## src/rtl/program_loader_if.sv

```systemverilog
// Bundle of the loader's byte-stream input and its instruction-memory/core-control outputs.
// The slave modport faces the loader; the master modport faces the stream source and observers.
interface program_loader_if #(
    parameter int ADDR_LENGTH  = 12,
    parameter int INSTR_LENGTH = 19
);
    logic                    rx_valid;
    logic [7:0]              rx_data;
    logic                    rx_ready;
    logic                    imem_we;
    logic [ADDR_LENGTH-1:0]  imem_addr;
    logic [INSTR_LENGTH-1:0] imem_wdata;
    logic                    core_rst;
    logic                    load_done;
    logic                    load_error;

    modport master (
        output rx_valid, rx_data,
        input  rx_ready, imem_we, imem_addr, imem_wdata, core_rst, load_done, load_error
    );

    modport slave (
        input  rx_valid, rx_data,
        output rx_ready, imem_we, imem_addr, imem_wdata, core_rst, load_done, load_error
    );
endinterface

```

## src/rtl/program_loader.sv

```systemverilog
// Boot loader: parses a framed byte stream (A5, count, 3 bytes/word, checksum), writes words
// to instruction memory from address 0 and releases the core only after a good checksum.
module program_loader #(
    parameter int ADDR_LENGTH  = 12,
    parameter int INSTR_LENGTH = 19
) (
    input  logic             clk,
    input  logic             rst,
    program_loader_if.slave  bus
);
    localparam int MAX_WORDS = 1 << ADDR_LENGTH;

    typedef enum logic [2:0] {
        S_SYNC, S_CNT_HI, S_CNT_LO, S_DATA, S_WRITE, S_CHECK, S_DONE, S_ERROR
    } state_t;

    state_t                  r_state, w_state_next;
    logic [7:0]              r_count_hi, w_count_hi_next;
    logic [ADDR_LENGTH:0]    r_count, w_count_next;
    logic [ADDR_LENGTH:0]    r_word_cnt, w_word_cnt_next;
    logic [INSTR_LENGTH-1:0] r_word, w_word_next;
    logic [1:0]              r_byte_idx, w_byte_idx_next;
    logic [7:0]              r_sum, w_sum_next;

    logic                    w_rx_ready;
    logic                    w_accept;
    logic [15:0]             w_count;
    logic [7:0]              w_sum_acc;
    logic [ADDR_LENGTH:0]    w_word_cnt_inc;

    // rx_ready is a pure state decode so it never depends on rx_valid
    assign w_rx_ready = (r_state == S_SYNC)   || (r_state == S_CNT_HI) ||
                        (r_state == S_CNT_LO) || (r_state == S_DATA)   ||
                        (r_state == S_CHECK);
    assign w_accept       = bus.rx_valid & w_rx_ready;
    assign w_count        = {r_count_hi, bus.rx_data};
    assign w_sum_acc      = r_sum + bus.rx_data;
    assign w_word_cnt_inc = r_word_cnt + 1'b1;

    always_ff @(posedge clk or posedge rst) begin
        if (rst) begin
            r_state    <= S_SYNC;
            r_count_hi <= '0;
            r_count    <= '0;
            r_word_cnt <= '0;
            r_word     <= '0;
            r_byte_idx <= '0;
            r_sum      <= '0;
        end else begin
            r_state    <= w_state_next;
            r_count_hi <= w_count_hi_next;
            r_count    <= w_count_next;
            r_word_cnt <= w_word_cnt_next;
            r_word     <= w_word_next;
            r_byte_idx <= w_byte_idx_next;
            r_sum      <= w_sum_next;
        end
    end

    always_comb begin
        w_state_next     = r_state;
        w_count_hi_next  = r_count_hi;
        w_count_next     = r_count;
        w_word_cnt_next  = r_word_cnt;
        w_word_next      = r_word;
        w_byte_idx_next  = r_byte_idx;
        w_sum_next       = r_sum;
        case (r_state)
            S_SYNC: begin
                if (w_accept && bus.rx_data == 8'hA5) w_state_next = S_CNT_HI;
            end
            S_CNT_HI: begin
                if (w_accept) begin
                    w_sum_next      = bus.rx_data;
                    w_count_hi_next = bus.rx_data;
                    w_state_next    = S_CNT_LO;
                end
            end
            S_CNT_LO: begin
                if (w_accept) begin
                    w_sum_next      = w_sum_acc;
                    w_word_cnt_next = '0;
                    w_byte_idx_next = '0;
                    if (w_count == 16'd0 || 32'(w_count) > MAX_WORDS) begin
                        w_state_next = S_ERROR;
                    end else begin
                        w_count_next = w_count[ADDR_LENGTH:0];
                        w_state_next = S_DATA;
                    end
                end
            end
            S_DATA: begin
                if (w_accept) begin
                    w_sum_next = w_sum_acc;
                    // After three shifts only B0[2:0], B1 and B2 remain in the word
                    w_word_next = {r_word[INSTR_LENGTH-9:0], bus.rx_data};
                    if (r_byte_idx == 2'd2) begin
                        w_byte_idx_next = '0;
                        w_state_next    = S_WRITE;
                    end else begin
                        w_byte_idx_next = r_byte_idx + 2'd1;
                    end
                end
            end
            S_WRITE: begin
                w_word_cnt_next = w_word_cnt_inc;
                w_state_next    = (w_word_cnt_inc == r_count) ? S_CHECK : S_DATA;
            end
            S_CHECK: begin
                if (w_accept) begin
                    w_sum_next   = w_sum_acc;
                    w_state_next = (w_sum_acc == 8'h00) ? S_DONE : S_ERROR;
                end
            end
            S_DONE:  w_state_next = S_DONE;
            S_ERROR: w_state_next = S_ERROR;
            default: w_state_next = S_SYNC;
        endcase
    end

    assign bus.rx_ready   = w_rx_ready;
    assign bus.imem_we    = (r_state == S_WRITE);
    assign bus.imem_addr  = r_word_cnt[ADDR_LENGTH-1:0];
    assign bus.imem_wdata = r_word;
    assign bus.core_rst   = (r_state != S_DONE);
    assign bus.load_done  = (r_state == S_DONE);
    assign bus.load_error = (r_state == S_ERROR);
endmodule

```

## src/flat_wrapper.sv

```systemverilog
// flat-port wrapper written by rule: the top's interface ports become plain ports
module program_loader_flat 
#(
    parameter int ADDR_LENGTH  = 12,
    parameter int INSTR_LENGTH = 19
)
  (clk, rst, bus_rx_valid, bus_rx_data, bus_rx_ready, bus_imem_we, bus_imem_addr, bus_imem_wdata, bus_core_rst, bus_load_done, bus_load_error);
  program_loader_if #(.ADDR_LENGTH(ADDR_LENGTH), .INSTR_LENGTH(INSTR_LENGTH)) bus_i ();
  input  logic clk;
  input  logic rst;
  input wire logic [$bits(bus_i.rx_valid)-1:0] bus_rx_valid;
  input wire logic [$bits(bus_i.rx_data)-1:0] bus_rx_data;
  output wire logic [$bits(bus_i.rx_ready)-1:0] bus_rx_ready;
  output wire logic [$bits(bus_i.imem_we)-1:0] bus_imem_we;
  output wire logic [$bits(bus_i.imem_addr)-1:0] bus_imem_addr;
  output wire logic [$bits(bus_i.imem_wdata)-1:0] bus_imem_wdata;
  output wire logic [$bits(bus_i.core_rst)-1:0] bus_core_rst;
  output wire logic [$bits(bus_i.load_done)-1:0] bus_load_done;
  output wire logic [$bits(bus_i.load_error)-1:0] bus_load_error;
  assign bus_i.rx_valid = bus_rx_valid;
  assign bus_i.rx_data = bus_rx_data;
  assign bus_rx_ready = bus_i.rx_ready;
  assign bus_imem_we = bus_i.imem_we;
  assign bus_imem_addr = bus_i.imem_addr;
  assign bus_imem_wdata = bus_i.imem_wdata;
  assign bus_core_rst = bus_i.core_rst;
  assign bus_load_done = bus_i.load_done;
  assign bus_load_error = bus_i.load_error;
  program_loader #(.ADDR_LENGTH(ADDR_LENGTH), .INSTR_LENGTH(INSTR_LENGTH)) u_core (.clk(clk), .rst(rst), .bus(bus_i));
endmodule
```

## config.mk

```make
export PLATFORM = sky130hd
export DESIGN_NAME = program_loader_flat
export DESIGN_NICKNAME = d
export VERILOG_FILES = /design/src/rtl/program_loader_if.sv /design/src/rtl/program_loader.sv /design/src/flat_wrapper.sv
export SDC_FILE = /design/constraint.sdc
export NUM_CORES = 1
export LEC_CHECK = 0
export CORE_ASPECT_RATIO = 0.6
export CORE_MARGIN = 2
export CORE_UTILIZATION = 60
export DETAILED_ROUTE_END_ITERATION = 7
export PLACE_DENSITY = 0.84
export RECOVER_POWER = 25
export SYNTH_ARGS = -nofsm -noshare
export SYNTH_HDL_FRONTEND = slang
export SYNTH_SLANG_ARGS = --single-unit
export TNS_END_PERCENT = 10
```

## constraint.sdc

```tcl
create_clock -name clk -period 3.9 [get_ports clk]
set_clock_uncertainty 0.05 [all_clocks]
set_input_delay 0.39 -clock clk [delete_from_list [all_inputs] [get_ports clk]]
set_output_delay 0.39 -clock clk [all_outputs]
set_load 0.01 [all_outputs]
```

==> flow_summary_export.csv, run 1 <==
group,metric,value,unit
detailed_routing,wl_per_cell,18.3,um
setup_path,crit_fanout,14,
yosys,largest_family_of_logic_cells_by_synthesized_area,"multiplexers",
finish,layout-drive-gt1-share,13.8,%
cts,tritoncts,"yes",
grt,grt.met2_usage,40.1,%
placed_design,detailed_place_hpwl,6350,um
finish,syn2layout_area_growth,18.5,%
floorplan,die_height,65.3,um
cts,cts-buffers-inserted,9,
sta,final_period_minus_worst_setup_slack,2.83,ns
setup_path,setup.worst_path.end_class,"flip-flop",
worst_hold_path,whs_endpoint,"u_core.bus.imem_wdata[16]",
detailed_routing,vias,2955,
cts,worstSkewPairLatency,0.35,ns
finish,fin_util,73.1,%
sta,slew_violations,0,
worst_hold_path,worstHoldStart,"u_core.bus.imem_wdata[16]",
setup_path,cp_data_required_time,4.08,ns
grt,initial_antenna_violation_count,0,
cts,cts-root-to-sink-buffers,2,
grt,grt_remaining_overflow,0,
yosys,gate_count_of_the_mapped_netlist,362,
yosys,synth-compound-area-share,12.5,%
yosys,yosys.area_share.simple,14.2,%
floorplan,start_util,61.7,%
yosys,yosysWarnings,0,
sta,setup-tns-final,0,ns
grt,first_global_vias,2740,
sta,max_freq,354,MHz
cts,clkTransAtPathRegs,0.07,ns
sta,setup_viol,0,
yosys,synth_xor_area_share,5.60,%
sta,slew_headroom,0.633,%
placed_design,count_of_input_and_output_buffers,46,
grt,grt_max_degree,29,
floorplan,std_cell_rows,22,
yosys,count_of_flip_flops_with_a_built_in_enable_after_synthesis,0,
cts,cts.root.buffer_cell,"clkbuf_8",
setup_path,worst_path_class_setup,"in -> reg",
run_status,failed_checks,"capacitance limit",
power,leakage,1.96,nW
setup_path,reg2regPathDepth,3,
run_status,outcome,"finished with violations",
finish,n_antenna_cell,0,
power,finalPower,3.45,mW
grt,global_route.usage.total,27.6,%
detailed_routing,drtAntennaViolNets,0,
yosys,avgSynthCellArea,10.4,um^2
yosys,asyncSetResetFlopFracSynth,100,%
placed_design,gp_congestion,0.905,
setup_path,critPathLaunchType,"primary input",
setup_path,regToRegSetupSlack,1.35,ns
grt,global_route_met1_usage,40.6,%
yosys,synth.mux.area_fraction,15.2,%
yosys,netlist_area,0.00375,mm^2
setup_path,worst_r2r_endpoint,"u_core.r_count[11]",
cts,postCtsSetupBuffers,0,
floorplan,core_region_area,0.00608,mm^2
sta,setup_repair_after_global_routing_missed_its_margin,"no",
yosys,yosys_most_used_dff,"dfrtp_1",
yosys,synth.net_count,382,
yosys,synth_cell_type_count,58,
cts,h-tree-depth,3,
setup_path,worst_path_max_delay_cell,"or4_1",
detailed_routing,vias_per_inst,6.12,
grt,global_route.usage.met3,7.64,%
setup_path,worstReg2RegStart,"u_core.r_state[0]",
detailed_routing,wl,8850,um
yosys,synth_adder_area_share,3.20,%
detailed_routing,drt_iter0_drc,224,
flow_run,maxCapViolCount,1,
cts,cts_hold_buf,0,
floorplan,design.die.area,0.00693,mm^2
cts,post_cts_resize_count,0,
yosys,synth.ff_latch_count,66,
sta,hold-worst-slack,0.441,ns
cts,clock_sinks,66,
floorplan,boundaryPins,47,
detailed_routing,post_route_drc_violation_count,0,
power,vdd.ir_drop.worst,0.000408,V
sta,final_hold_viol_count,0,
yosys,synth.yosys.seq_area_share,44.0,%
power,power-per-cell-area,777,mW/mm^2
worst_hold_path,holdPathStages,1,
setup_path,critical-path-max-stage-delay,0.60,ns
setup_path,critical_path_arrival,3.01,ns
grt,grt_pass1_wl,14400,um
worst_hold_path,hold_class,"reg -> reg",
floorplan,chipWidth,106,um
finish,layout.nets,414,
setup_path,cp_cell_sequence,"clkdlybuf4s50_1 -> or4_1 -> nor3_2 -> xnor2_1 -> nand4_2 -> mux2_1",
sta,transition_at_the_pin_with_the_smallest_max_transition_slack,1.49,ns
sta,min_period_over_period,72.5,%
detailed_routing,drt_pre_antenna_iters,5,
grt,most_used_routing_layer_in_global_routing,"met1",
## synthesized netlist by cell type (3+ instances only)
cell type  count  area share, %
xor2_1        13            3.0
and3_1         3           0.50
nand3b_1       3           0.60
dfrtp_1       66             44
inv_1          6           0.60
nand4_1        5           0.83
nand2b_1       4           0.67
mux2_1        12            3.6
o21ai_0       13            1.7
o21bai_1       3           0.60
o21ai_1       16            2.1
xnor2_1       11            2.6
mux2_2        21            6.3
a21oi_1       15            2.0
clkbuf_1      12            1.2
a21o_1         3           0.60
buf_4         14            2.8
nor2b_1        3           0.50
nor3_1         5           0.67
nor2_1        24            2.4
ha_1           8            2.7
nand2_1       31            3.1
mux2_4         8            3.2
mux2i_1        8            2.1
o22ai_1        3           0.50
nand3_1        8            1.1
## metrics by stage
step           instance area [um^2]  instances  setup WS, ns
3_5_place_dp                   4180        467         0.746
6_report                       4450        483          1.07
3_3_place_gp                   4180        467         0.856
5_1_grt                        4450        483         0.956
2_1_floorplan                  3750        362          1.71
4_1_cts                        4460        483          1.08
## state kept, by name (all words and copies together) (netlist names)
name                   count
u_core.r_word_cnt         13
u_core.bus.imem_wdata     19
u_core.r_byte_idx          2
u_core.r_sum               8
u_core.r_count            13
u_core.r_state             3
u_core.r_count_hi          8
## critical path, delay by kind of cell
kind | cells | cell delay [ns]
buf+inv | 1 | 0.58
xor+xnor | 1 | 0.20
mux | 1 | 0.52
simple gates | 3 | 1.31
## kinds of logic (layout without fill, tap and decap cells)
kind of cell               count (synthesis)  in the layout
and+or+nand+nor                          104            104
AOI/OAI and AO/OA                         74             74
DFF                                       66             66
muxes                                     49             49
buffers and inverters                     36             73
xor gates and xnor gates                  24             24
adders and majority gates                  9              9
## layer usage
metal,vias to the layer above,wire [um]
met4,0,145
li1,1356,-
met3,27,738
met1,1413,4200
met5,-,0
met2,159,3760
## cells in the final DEF, fill, tap and decap left out, types with 3 or more instances in the layout
cell type / Yosys / layout
a21o_1: 3 / 3
buf_4: 14 / 3
nor3_1: 5 / 5
clkbuf_8: 0 / 10
nand3b_1: 3 / 3
a21oi_1: 15 / 15
xnor2_1: 11 / 11
nor2b_1: 3 / 3
nand3_1: 8 / 8
o21bai_1: 3 / 3
mux2i_1: 8 / 8
clkdlybuf4s50_1: 0 / 45
nor2_1: 24 / 24
mux2_1: 12 / 12
o21ai_1: 16 / 16
nand2b_1: 4 / 4
o21ai_0: 13 / 13
mux2_2: 21 / 21
dfrtp_1: 66 / 66
nand4_1: 5 / 5
o22ai_1: 3 / 3
xor2_1: 13 / 13
nand2_1: 31 / 31
and3_1: 3 / 3
ha_1: 8 / 8
mux2_4: 8 / 8
bufinv_16: 0 / 4
inv_1: 6 / 6
## worst max path at each step
stage	from	end	slack, ns	cells after the start
2_1_floorplan	bus_rx_data[0]	u_core.r_sum[6]	1.71	8
3_3_place_gp	bus_rx_data[2]	u_core.r_count[8]	0.86	6
3_5_place_dp	bus_rx_data[2]	u_core.r_count[8]	0.75	6
4_1_cts	bus_rx_data[1]	u_core.r_count[11]	1.08	6
5_1_grt	u_core.r_state[0]	bus_imem_we	0.96	4
6_report	bus_rx_data[2]	u_core.r_count[11]	1.07	6
## report_power, final
group,internal (mW),leakage [nW],total [mW],switching (mW)
logic,0.772,1.00,1.36,0.589
clock network,0.509,0.133,0.788,0.279
registers,0.966,0.823,1.31,0.339
## final cells by class
cell class | instances | area, um^2
clock buffers | 10 | 138
clock inverters | 6 | 136
fillers | 408 | 1640
inverters | 6 | 22.5
multi-input cells | 260 | 1900
flip-flops and latches | 66 | 1650
well taps | 84 | 105
repair buffers | 51 | 490
(Power assumes the default switching activity.)
==> inputs of run 2 (changes only) <==
- CORE_UTILIZATION: 60 -> 56
- PLACE_DENSITY: 0.84 -> 0.79
- clock period: 3.9 -> 2.9 ns (I/O delays scaled with it)
==> run 2 against run 1 <==
The run ends with capacitance limit, slew limit left. Highest routed layer unchanged. Sequential power up 32%. Cell area grew 1.5%. Power increased by 34%. Cell count is 2.5% higher. Worst setup slack got worse by 0.66 ns. Wire length down 1.3%.
==> flow_summary_export.csv, run 2 (synthesized netlist as in run 1, its figures left out) <==
group,metric,value,unit
sta,transition_at_the_pin_with_the_smallest_max_transition_slack,1.61,ns
cts,clkTransAtPathRegs,0.08,ns
cts,postCtsSetupBuffers,0,
finish,final_cell_mix,"66 x dfrtp_1, 45 x clkdlybuf4s50_1, 31 x nand2_1, 24 x nor2_1, 21 x mux2_2",
finish,largest_register_ffs,19,
power,leakage,2.00,nW
placed_design,placedInstanceArea,0.00425,mm^2
floorplan,core_region_area,0.00659,mm^2
detailed_routing,post_route_drc_violation_count,0,
sta,postLayoutSetupSlackWorst,0.416,ns
floorplan,std_cell_rows,23,
placed_design,place_worst_setup_slack,0.226,ns
cts,cts-buffers-inserted,9,
placed_design,detailed_place_hpwl,6170,um
setup_path,critPathLaunchType,"flip-flop",
sta,min_period_over_period,85.7,%
run_status,failed_checks,"capacitance limit, slew limit",
sta,hold-worst-slack,0.447,ns
sta,max_freq,403,MHz
finish,layout_commonest_cell,"dfrtp_1",
finish,layout-drive-gt1-share,15.9,%
grt,initial_antenna_violation_count,0,
finish,n_antenna_cell,0,
flow_run,maxCapViolCount,1,
cts,clock_sinks,66,
run_status,outcome,"finished with violations",
cts,cts.root.buffer_cell,"clkbuf_8",
cts,h-tree-depth,3,
detailed_routing,wl_per_cell,17.6,um
finish,syn2layout_area_growth,20.3,%
finish,finalNonFillerCells,495,
power,vdd.ir_drop.worst,0.000510,V
detailed_routing,drt_iter0_drc,280,
setup_path,setup.worst_path.end_class,"flip-flop",
detailed_routing,wl,8730,um
cts,post_cts_resize_count,0,
setup_path,crit_fanout,8,
placed_design,count_of_input_and_output_buffers,46,
cts,tritoncts,"yes",
finish,fin_util,68.5,%
cts,worstSkewPairLatency,0.36,ns
floorplan,chipWidth,110,um
sta,setup-tns-final,0,ns
grt,grt_remaining_overflow,0,
sta,final_period_minus_worst_setup_slack,2.48,ns
grt,grt_max_degree,67,
detailed_routing,vias,2918,
power,power-per-cell-area,1020,mW/mm^2
setup_path,critical_path_arrival,2.68,ns
floorplan,start_util,57.0,%
setup_path,cp_data_required_time,3.09,ns
sta,setup_viol,0,
sta,setup_repair_after_global_routing_missed_its_margin,"no",
cts,cts-root-to-sink-buffers,2,
floorplan,die_height,67.4,um
sta,slew_headroom,-7.62,%
worst_hold_path,hold_class,"reg -> reg",
setup_path,worst_path_class_setup,"reg -> reg",
floorplan,boundaryPins,47,
power,finalPower,4.62,mW
sta,slew_violations,67,
placed_design,dp.cells,479,
finish,finalInstanceArea,0.00452,mm^2
detailed_routing,drtAntennaViolNets,0,
detailed_routing,drt_pre_antenna_iters,5,
detailed_routing,vias_per_inst,5.89,
finish,layout.nets,423,
placed_design,gp_congestion,0.976,
grt,global_route.usage.total,25.9,%
grt,grt_pass1_wl,14200,um
floorplan,design.die.area,0.00740,mm^2
sta,final_hold_viol_count,0,
cts,cts_hold_buf,0,
grt,first_global_vias,2715,
==> run 2: cell types whose count changed in the layout (fill, tap and decap cells not counted) <==
| cell | delta |
|---|---|
| buf_4 | +10 |
| clkbuf_1 | -1 |
| clkbuf_2 | +1 |
| clkbuf_8 | -1 |
| clkinv_1 | +1 |
| clkinv_4 | +1 |
| clkinvlp_4 | -1 |
| inv_1 | -1 |
==> run 2: final timing paths <==
kind,start,to,slack [ns],depth (start not counted)
setup / recovery,u_core.r_word_cnt[0],u_core.r_state[2],0.42,7
hold / removal,u_core.r_sum[3],u_core.r_sum[3],0.45,2
setup reg to reg,u_core.r_word_cnt[0],u_core.r_state[2],0.42,7
hold reg to reg,u_core.r_sum[3],u_core.r_sum[3],0.45,2
max in group asynchronous,rst,u_core.r_count_hi[7],0.94,3
min in group asynchronous,rst,u_core.bus.imem_wdata[13],0.88,3
==> run 2: layer usage <==
metal / global-route usage, % / vias to the layer above / share of wire (%)
met4: 7.44 / 0 / 1.6
met5: 0 / - / 0
met3: 7.14 / 15 / 6.7
met1: 37.7 / 1421 / 49
met2: 37.8 / 115 / 43
li1: - / 1367 / -
==> run 2: critical path: stages, from the launching register on <==
cell	delay, ns
dfrtp_1	0.47
ha_1	0.37
nand2_1	0.16
nor2_1	0.20
nand3_1	0.26
and3_1	0.25
o2111a_1	0.27
o32a_1	0.33
==> run 2: area by class of cell <==
cell class	instances	area, um^2
flip-flops and latches	66	1650
well taps	87	109
clock inverters	6	138
multi-input cells	260	1900
fillers	523	2070
clock buffers	10	128
inverters	6	22.5
repair buffers	60	563
==> run 2: power breakdown <==
group	total, mW	switching [mW]	leakage (nW)	internal [mW]
clock network	1.04	0.374	0.131	0.663
registers	1.73	0.433	0.823	1.30
logic	1.85	0.800	1.04	1.05
==> RTL change: new RTL, flow settings as in run 1 <==
Re-encode `state_t` (8 states) as Gray code, 3 bits wide.
--- a/src/rtl/program_loader.sv
+++ b/src/rtl/program_loader.sv
@@ -12,5 +12,5 @@
 
     typedef enum logic [2:0] {
-        S_SYNC, S_CNT_HI, S_CNT_LO, S_DATA, S_WRITE, S_CHECK, S_DONE, S_ERROR
+        S_SYNC = 3'b000, S_CNT_HI = 3'b001, S_CNT_LO = 3'b011, S_DATA = 3'b010, S_WRITE = 3'b110, S_CHECK = 3'b111, S_DONE = 3'b101, S_ERROR = 3'b100
     } state_t;
 
Formal check against the unedited RTL: same outputs for any inputs over 10 cycles, from zero or initial values and one cycle with rst high; not proved beyond that.
==> RTL change against run 1 <==
Setup slack got worse by 250 ps. Routed wire length is 2.6% higher. Via count rose by 0.61%. Worst hold slack got worse by 27 ps. Fmax shrank 8.1%. Register-to-register slack worse by 190 ps. Area after synthesis grew 0.23%. Sequential cell count unchanged. Design area grew 0.31%.
Power is not compared: it rests on default switching activity, and its combinational part moved more than twofold at a synthesized area within 25%.
==> RTL change: results (changes against run 1) <==
Post-CTS Setup Bufs=0 (unchanged); worst path arrival time=3260 ps (was 3010 ps); Total GRT Usage=28.5% (was 27.6%); normalized max-slew margin=6.35% (was 0.633%); first-pass GRT wire length=14800 um (was 14400 um); CP startpoint=bus_rx_data[3] (was bus_rx_data[2]); Seq/Total Area, Yosys=43.9% (was 44.0%); Synth area leaders=dfrtp_1, mux2_2, mux2_4 (was dfrtp_1, mux2_2, mux2_1); r2r startpoint=u_core.r_count_hi[1] (was u_core.r_state[0]); status=complete, no violations (was finished, violations left); drt wl/cell=18.6 um (was 18.3 um); Max FO, Critical Path=13 (was 14); share of layout cells above drive strength 1=14.6% (was 13.8%); DR iter-0 viols=249 (was 224); Netlist cell types=57 (was 58); GPL Wtd Cong=0.977 (was 0.905); DRC=0 (unchanged); commonest cells in the synthesized netlist=dfrtp_1, nand2_1, o21ai_0 (was dfrtp_1, nand2_1, nor2_1); fin nets=420 (was 414); # fillers=438 (was 408); clk_lat worst skew=350 ps (about the same); final setup TNS=0 ps (unchanged); HPWL after detailed placement=6470 um (was 6350 um); Hold Crit Class=in2async (was reg2reg); Vias=2973 (was 2955); vias in the first global route=2803 (was 2740); cells on worst reg2reg path=6 (was 3)
==> RTL change: worst max-delay path, cell delays in order <==
cell and delay (ps):
clkdlybuf4s50_1 540, or4_1 600, nor3_2 210, xnor2_1 170, nand2_1 90, or4_1 770
mux2_1 460
==> RTL change: metal layers <==
layer | up-vias | GRT usage, % | wire length, um
met4 | 0 | 8.88 | 108
li1 | 1374 | - | -
met2 | 155 | 39.0 | 3790
met5 | - | 0 | 0
met1 | 1431 | 42.3 | 4300
met3 | 13 | 9.62 | 879
==> RTL change: final cells by class <==
type,instances,share of cell area (%)
inverters,10,0.841
flip-flops and latches,66,37.0
well taps,84,2.36
multi-input cells,259,42.6
repair buffers,54,11.6
clock buffers,9,2.78
clock inverters,7,2.78
==> RTL change: cells by family (layout without fill, tap and decap cells) <==
logic type                 count (synthesis)  after routing  synth area share (%)
buffers and inverters                     37             80                  5.55
muxes                                     49             49                  15.4
and+or+nand+nor                          102            102                  13.8
DFF                                       66             66                  43.9
xor gates and xnor gates                  23             23                  5.35
adders and majority gates                 10             10                  3.46
AOI/OAI and AO/OA                         75             75                  12.5
==> RTL change: final timing paths <==
check / to / slack (ps)
worst min-delay path: u_core.r_word_cnt[1] / 410
worst max-delay path: u_core.r_count[9] / 820
min in group clk: u_core.r_byte_idx[0] / 440
worst min register to register: u_core.r_byte_idx[0] / 440
worst max register to register: u_core.r_count[9] / 1160
max in group asynchronous: u_core.r_count[12] / 1670
==> RTL change: metrics by stage <==
stage / instance area, um2 / std cells / util (%) / setup slack, ps / hold WS, ps
2_1_floorplan: 3760 / 362 / - / 1340 / 401
3_3_place_gp: 4220 / 473 / 69.3 / 576 / 416
3_5_place_dp: 4220 / 473 / 69.3 / 454 / 425
4_1_cts: 4460 / 489 / 73.4 / 847 / 216
5_1_grt: 4460 / 489 / 73.3 / 688 / 431
6_report: 4460 / 489 / 73.3 / 824 / 414
==> RTL change: power groups by stage <==
stage / registers (mW) / logic (mW) / clock network (mW)
finish: 0.684 / 0.0579 / 0.716
global route: 0.684 / 0.0636 / 0.753
CTS: 0.684 / 0.0589 / 0.726
detailed placement: 0.697 / 0.0585 / 0
global placement: 0.697 / 0.0566 / 0
floorplan: 0.697 / 0.0265 / 0
